==> src/rtl/spi_dac_pkg.sv <==
// Shared types and helpers for the multi-channel SPI DAC driver.
package spi_dac_pkg;

  typedef enum logic [2:0] {StIdle, StLoad, StShift, StGap, StFin} state_e;

  localparam int unsigned MODE_PER_CH = 0;
  localparam int unsigned MODE_DAISY  = 1;

  // Half SCLK period in clk cycles, rounded up so SCLK never exceeds f_sclk.
  function automatic int unsigned half_cnt(input int unsigned f_clk, input int unsigned f_sclk);
    int unsigned h;
    h = (f_clk + 2 * f_sclk - 1) / (2 * f_sclk);
    return (h < 1) ? 1 : h;
  endfunction

endpackage

==> src/rtl/spi_sclk_gen.sv <==
// SCLK generator: HALF cycles high then HALF cycles low while enabled, idle high.
// rise/fall flag the cycle before SCLK changes level.
module spi_sclk_gen #(
  parameter int unsigned HALF = 3
) (
  input  logic clk,
  input  logic reset_n,
  input  logic en,
  output logic sclk,
  output logic rise,
  output logic fall
);

  localparam int unsigned CW = $clog2(HALF + 1);
  localparam logic [CW-1:0] LAST = CW'(HALF - 1);

  logic [CW-1:0] cnt_q, cnt_d;
  logic          sclk_q, sclk_d;
  logic          wrap;

  always_comb begin
    wrap = en && (cnt_q == LAST);
    rise = wrap && !sclk_q;
    fall = wrap && sclk_q;
    if (!en) begin
      cnt_d  = '0;
      sclk_d = 1'b1;
    end else if (wrap) begin
      cnt_d  = '0;
      sclk_d = ~sclk_q;
    end else begin
      cnt_d  = cnt_q + CW'(1);
      sclk_d = sclk_q;
    end
  end

  always_ff @(posedge clk or negedge reset_n) begin
    if (!reset_n) begin
      cnt_q  <= '0;
      sclk_q <= 1'b1;
    end else begin
      cnt_q  <= cnt_d;
      sclk_q <= sclk_d;
    end
  end

  assign sclk = sclk_q;

endmodule

==> src/rtl/spi_dac_mc.sv <==
// Multi-channel SPI DAC driver: one SYNC_n frame per enabled channel, or one
// daisy-chained frame of all channels, launched by a sample strobe.
module spi_dac_mc
  import spi_dac_pkg::*;
#(
  parameter int unsigned CH      = 2,
  parameter int unsigned BITS    = 24,
  parameter int unsigned fCLK    = 50_000_000,
  parameter int unsigned fSCLK   = 10_000_000,
  parameter int unsigned MODE    = MODE_PER_CH,
  parameter int unsigned GAP_CYC = 4
) (
  input  logic               clk,
  input  logic               reset_n,
  input  logic [CH*BITS-1:0] in,
  input  logic [CH-1:0]      ch_en,
  input  logic               go,
  input  logic               ovr_clr,
  output logic               busy,
  output logic               done,
  output logic               overrun,
  output logic               SS_n,
  output logic               SCLK,
  output logic               SDO
);

  localparam int unsigned HALF = half_cnt(fCLK, fSCLK);
  localparam int unsigned TOT  = CH * BITS;
  localparam int unsigned BCW  = $clog2(TOT + 1);
  localparam int unsigned CIW  = $clog2(CH) + 1;
  localparam int unsigned GCW  = $clog2(GAP_CYC + 1);

  state_e           state_q, state_d;
  logic [TOT-1:0]   in_q, in_d;
  logic [CH-1:0]    en_q, en_d;
  logic [CIW-1:0]   ch_idx_q, ch_idx_d;
  logic [TOT-1:0]   sreg_q, sreg_d;
  logic [BCW-1:0]   bit_cnt_q, bit_cnt_d;
  logic [GCW-1:0]   gap_cnt_q, gap_cnt_d;
  logic             ss_q, ss_d;
  logic             sdo_q, sdo_d;
  logic             ovr_q, ovr_d;
  logic             sclk_rise, sclk_fall;
  logic             found;
  logic [CIW-1:0]   nxt;

  spi_sclk_gen #(
    .HALF (HALF)
  ) u_sclk_gen (
    .clk     (clk),
    .reset_n (reset_n),
    .en      (state_q == StShift),
    .sclk    (SCLK),
    .rise    (sclk_rise),
    .fall    (sclk_fall)
  );

  // Lowest enabled channel at or above the current index.
  always_comb begin
    found = 1'b0;
    nxt   = '0;
    for (int k = int'(CH) - 1; k >= 0; k--) begin
      if (en_q[k] && (CIW'(k) >= ch_idx_q)) begin
        found = 1'b1;
        nxt   = CIW'(k);
      end
    end
  end

  always_ff @(posedge clk or negedge reset_n) begin
    if (!reset_n) begin
      state_q   <= StIdle;
      in_q      <= '0;
      en_q      <= '0;
      ch_idx_q  <= '0;
      sreg_q    <= '0;
      bit_cnt_q <= '0;
      gap_cnt_q <= '0;
      ss_q      <= 1'b1;
      sdo_q     <= 1'b0;
      ovr_q     <= 1'b0;
    end else begin
      state_q   <= state_d;
      in_q      <= in_d;
      en_q      <= en_d;
      ch_idx_q  <= ch_idx_d;
      sreg_q    <= sreg_d;
      bit_cnt_q <= bit_cnt_d;
      gap_cnt_q <= gap_cnt_d;
      ss_q      <= ss_d;
      sdo_q     <= sdo_d;
      ovr_q     <= ovr_d;
    end
  end

  always_comb begin
    state_d   = state_q;
    in_d      = in_q;
    en_d      = en_q;
    ch_idx_d  = ch_idx_q;
    sreg_d    = sreg_q;
    bit_cnt_d = bit_cnt_q;
    gap_cnt_d = gap_cnt_q;
    ss_d      = ss_q;
    sdo_d     = sdo_q;
    // A dropped go beats a simultaneous clear.
    ovr_d     = (go && busy) ? 1'b1 : (ovr_clr ? 1'b0 : ovr_q);

    unique case (state_q)
      StIdle: begin
        if (go) begin
          in_d     = in;
          en_d     = (MODE == MODE_DAISY) ? CH'(1) : ch_en;
          ch_idx_d = '0;
          state_d  = ((MODE == MODE_PER_CH) && (ch_en == '0)) ? StFin : StLoad;
        end
      end
      StLoad: begin
        sreg_d = '0;
        if (MODE == MODE_DAISY) begin
          for (int k = 0; k < int'(CH); k++) begin
            sreg_d[TOT-1-k*BITS -: BITS] = in_q[k*BITS +: BITS];
          end
          bit_cnt_d = BCW'(TOT);
        end else begin
          sreg_d[TOT-1 -: BITS] = in_q[nxt*BITS +: BITS];
          bit_cnt_d = BCW'(BITS);
        end
        ch_idx_d = nxt + CIW'(1);
        ss_d     = 1'b0;
        sdo_d    = sreg_d[TOT-1];
        state_d  = StShift;
      end
      StShift: begin
        if (sclk_fall) begin
          bit_cnt_d = bit_cnt_q - BCW'(1);
        end
        // Every bit has been sampled once the counter reaches zero.
        if (sclk_rise) begin
          if (bit_cnt_q == '0) begin
            ss_d      = 1'b1;
            sdo_d     = 1'b0;
            gap_cnt_d = '0;
            state_d   = StGap;
          end else begin
            sreg_d = sreg_q << 1;
            sdo_d  = sreg_d[TOT-1];
          end
        end
      end
      StGap: begin
        if (gap_cnt_q == GCW'(GAP_CYC - 1)) begin
          gap_cnt_d = '0;
          state_d   = found ? StLoad : StFin;
        end else begin
          gap_cnt_d = gap_cnt_q + GCW'(1);
        end
      end
      StFin: begin
        state_d = StIdle;
      end
      default: begin
        state_d = StIdle;
      end
    endcase
  end

  always_comb begin
    busy    = (state_q != StIdle);
    done    = (state_q == StFin);
    overrun = ovr_q;
    SS_n    = ss_q;
    SDO     = sdo_q;
  end

endmodule

==> config.mk <==
export PLATFORM = sky130hd
export DESIGN_NAME = spi_dac_mc
export DESIGN_NICKNAME = d
export VERILOG_FILES = /design/src/rtl/spi_dac_pkg.sv /design/src/rtl/spi_sclk_gen.sv /design/src/rtl/spi_dac_mc.sv
export SDC_FILE = /design/constraint.sdc
export NUM_CORES = 1
export LEC_CHECK = 0
export CAP_MARGIN = 20
export CORE_ASPECT_RATIO = 2
export CORE_UTILIZATION = 35
export CTS_CLUSTER_DIAMETER = 40
export CTS_CLUSTER_SIZE = 40
export DETAILED_ROUTE_END_ITERATION = 16
export PLACE_DENSITY = 0.61
export SETUP_SLACK_MARGIN = 0.3
export SLEW_MARGIN = 5
export SYNTH_ARGS = -nofsm -noshare
export SYNTH_HDL_FRONTEND = slang
export SYNTH_HIERARCHICAL = 1
export SYNTH_SLANG_ARGS = --single-unit
==> constraint.sdc <==
create_clock -name clk -period 2.9 [get_ports clk]
set_input_delay 0.58 -clock clk [delete_from_list [all_inputs] [get_ports clk]]
set_output_delay 0.58 -clock clk [all_outputs]
set_load 0.05 [all_outputs]
==> summary.txt <==
Pwr
  – Switching share of power: 0.204
  – Sequential power share: 0.479
  – Clock group share of total power: 0.449
  – Lkg Pwr: 2.45 nW
  – Cell Pwr Density: 533 nW/um^2
  – Combinational share of power: 0.072
  – VDD IR max: 324 uV
  – Pint: 2.27 mW
  – Net load switching power: 584 uW

Timing
  – Minimum clock period: 2.42 ns
  – Final worst path period share: 0.835
  – Fmax: 413 MHz
  – Tightest Pin Transition: 0.748 ns
  – Fin Setup TNS: 0 ns
  – Slew margin rel.: 0.501
  – Final worst slack: 0.479 ns
  – Final setup violation count: 0
  – Final Max Tran Viols: 0
  – Clk_skew: 0.00364 ns
  – RSZ-0062 raised after global routing: no
  – Final hold violation count: 0

Drt
  – Drt via density: 5.19
  – 1st-pass router iterations: 4
  – Routed WL per cell: 16.3 um
  – DRC viols: 0
  – Antenna-violating nets left: 0
  – Drt total wl: 8.75 mm
  – Routed vias: 2788
  – 1st-iter DRT viols: 196

Floorplanning
  – I/O Pins: 60
  – Die footprint: 12700 sq um
  – Die Y: 159 um
  – Die Wd: 80.3 um
  – FP Rows: 56
  – Starting Density: 0.362
  – Core footprint: 11800 sq um

Critical path
  – Slowest CP cell: dfrtp_1
  – Critical path startpoint category: flop
  – Worst R2R Path Depth: 7
  – Required @ worst endpoint: 3.12 ns
  – CP cell instances: or3b_4 -> inv_2 -> and4bb_1 -> nand3b_1 -> a21oi_4 -> o21ai_4 -> a221o_1
  – Crit Path Class: flop to flop
  – Last element of the critical path: sreg_q[36]
  – Reg2reg setup slack: 0.48 ns
  – Worst setup EP type: flop
  – Worst path max stage delay: 0.48 ns
  – Worst R2R Start: state_q[1]
  – Maximum fanout along the worst path: 23
  – Setup crit start: state_q[1]
  – Reg2reg end: sreg_q[36]
  – CP arrival: 2.64 ns

Clocking
  – Clock-pin transition on the worst setup and hold timing paths: 0.06 ns
  – Post-CTS Setup Bufs: 0
  – Clock Latency Late Sink: 0.34 ns
  – CTS max path bufs: 2
  – CTS Root Cell: clkbuf_16
  – Hold_buf cts: 0
  – Clock buffer count from CTS: 9
  – TritonCTS clock tree: done
  – H-Tree Level Count: 3
  – Clock sinks: 93

GRT
  – M3 GR Usage: 0.0309
  – Vias in the first global route: 2913
  – GRT met1 Usage: 0.175
  – Grt total ovfl: 0
  – Met2 Use GR: 0.263
  – Largest net degree at the start of global routing: 94
  – First-pass GRT wire length: 14.3 mm
  – Most Crowded Layer GR: met2
  – Total GRT Usage: 0.151
  – Initial antenna violation count: 0

Synthesis
  – Synth warn: 6
  – Seq/Total Area, Yosys: 0.543
  – Synth Flop Type: dfrtp_1
  – Syn_nets: 386
  – Mapped Avg Cell Area: 13.0 sq um
  – Cell area after synthesis: 4290 sq um
  – Post-synth EDFFs: 0
  – #FFs+latches synth: 93
  – Synth cell types: 53
  – Syn Inst Count: 329
  – Post-synth ARST share: 1.00

Hold path
  – Hold Crit Class: primary input to async pin

Cells and area
  – Share of post-route cells with drive strength above 1: 0.273
  – Most frequent cells in the layout: dfrtp_1, mux2_2, clkdlybuf4s50_1, and3_1, a221o_1
  – Layout Nets: 444
  – Most common cell after layout, fill and taps aside: dfrtp_1
  – Area growth syn-to-layout: 24.9%
  – N_diodes: 0

Run status
  – Status: completed

Placement
  – Setup WS pre-CTS: 0.402 ns
  – GPL Wtd Cong: 0.790
  – Post-DP HPWL: 5.86 mm
  – Port Buf Inserts: 59

Job
  – Max Cap Viol: 0
-- per-layer routing --
layer  vias to the layer above  share of wire  wire length [um]
li1                       1329              -                 -
met1                      1386           0.42              3710
met2                        60           0.53              4610
met3                        13          0.030               260
met4                         0          0.021               180
met5                         -              0                 0
-- critical path, delay by kind of cell (launching register included) --
family                 cells  cell delay (ns)
and+or+nand+nor            3             0.86
AOI/OAI and AO/OA          3             0.81
DFF                        1             0.48
buffers and inverters      1             0.13
-- flip-flops by register name, summed over array words and instances, names as in the netlist --
| signal | flops |
|---|---|
| state_q | 3 |
| SS_n | 1 |
| in_q | 48 |
| u_sclk_gen/cnt_q | 2 |
| SDO | 1 |
| en_q | 2 |
| gap_cnt_q | 3 |
| sreg_q | 23 |
| bit_cnt_q | 6 |
| u_sclk_gen/sclk | 1 |
| ch_idx_q | 2 |
| overrun | 1 |
-- power groups by stage --
stage / logic (mW) / registers (mW) / clock network (mW)
5_1_grt: 0.224 / 1.37 / 1.37
6_report: 0.204 / 1.37 / 1.28
3_3_place_gp: 0.208 / 1.39 / 0
3_5_place_dp: 0.211 / 1.39 / 0
2_1_floorplan: 0.0816 / 1.39 / 0
4_1_cts: 0.211 / 1.37 / 1.31
-- Yosys cell counts, drive strengths merged (3+ instances only) --
cell type / n / area, sq um
clkbuf: 5 / 18.8
or3: 3 / 23.8
buf: 14 / 93.8
dfrtp: 91 / 2280
o21ai: 11 / 58.8
mux2: 72 / 811
a21oi: 4 / 38.8
a21o: 3 / 22.5
nor3: 3 / 15.0
xnor2: 3 / 26.3
nand3: 3 / 15.0
a221o: 22 / 220
inv: 8 / 30.0
nand2b: 4 / 27.5
nor2b: 4 / 27.5
a2111oi: 3 / 45.0
and3: 22 / 138
ha: 3 / 37.5
nand2: 13 / 51.3
nor2: 12 / 52.6
-- metrics by stage --
stage,util,instance area [sq um],power [mW],hold WS [ns],instances
2_1_floorplan,-,4290,1.47,0.284,329
3_3_place_gp,0.424,5020,1.60,0.463,521
3_5_place_dp,0.424,5020,1.60,0.472,521
4_1_cts,0.452,5350,2.89,0.297,537
5_1_grt,0.452,5360,2.97,0.304,537
6_report,0.452,5360,2.86,0.253,537
-- worst min path at each step --
stage	startpoint	to	slack, ns	depth (start not counted)
after floorplan	reset_n	SDO	0.28	0
after global placement	sreg_q[24]	sreg_q[24]	0.46	1
after detailed placement	in_q[25]	in_q[25]	0.47	1
after CTS	reset_n	overrun	0.30	2
after global routing	reset_n	in_q[47]	0.30	2
final	reset_n	in_q[47]	0.25	2
-- cells by family after synthesis --
family | synth area share
DFF | 0.543
and+or+nand+nor | 0.105
muxes | 0.194
AOI/OAI and AO/OA | 0.109
buffers and inverters | 0.0333
xor gates and xnor gates | 0.00613
adders and majority gates | 0.00876
-- repair_timing --
action / in CTS / in global routing
gates resized for setup: 2 / 1
setup endpoints to repair: 2 / 21
pin swaps: 0 / 0
hold endpoints to repair: 0 / 0
cloned: 0 / 0
-- layout make-up --
cell class                 count  area (sq um)
timing repair buffer          66           663
tap                          145           181
fill                        1094          6490
clock buffer                  12           256
inverter                       8          30.0
sequential                    93          2330
multi-input combinational    209          1820
clock inverter                 4          70.1
Power figures use the tool's default switching activity.
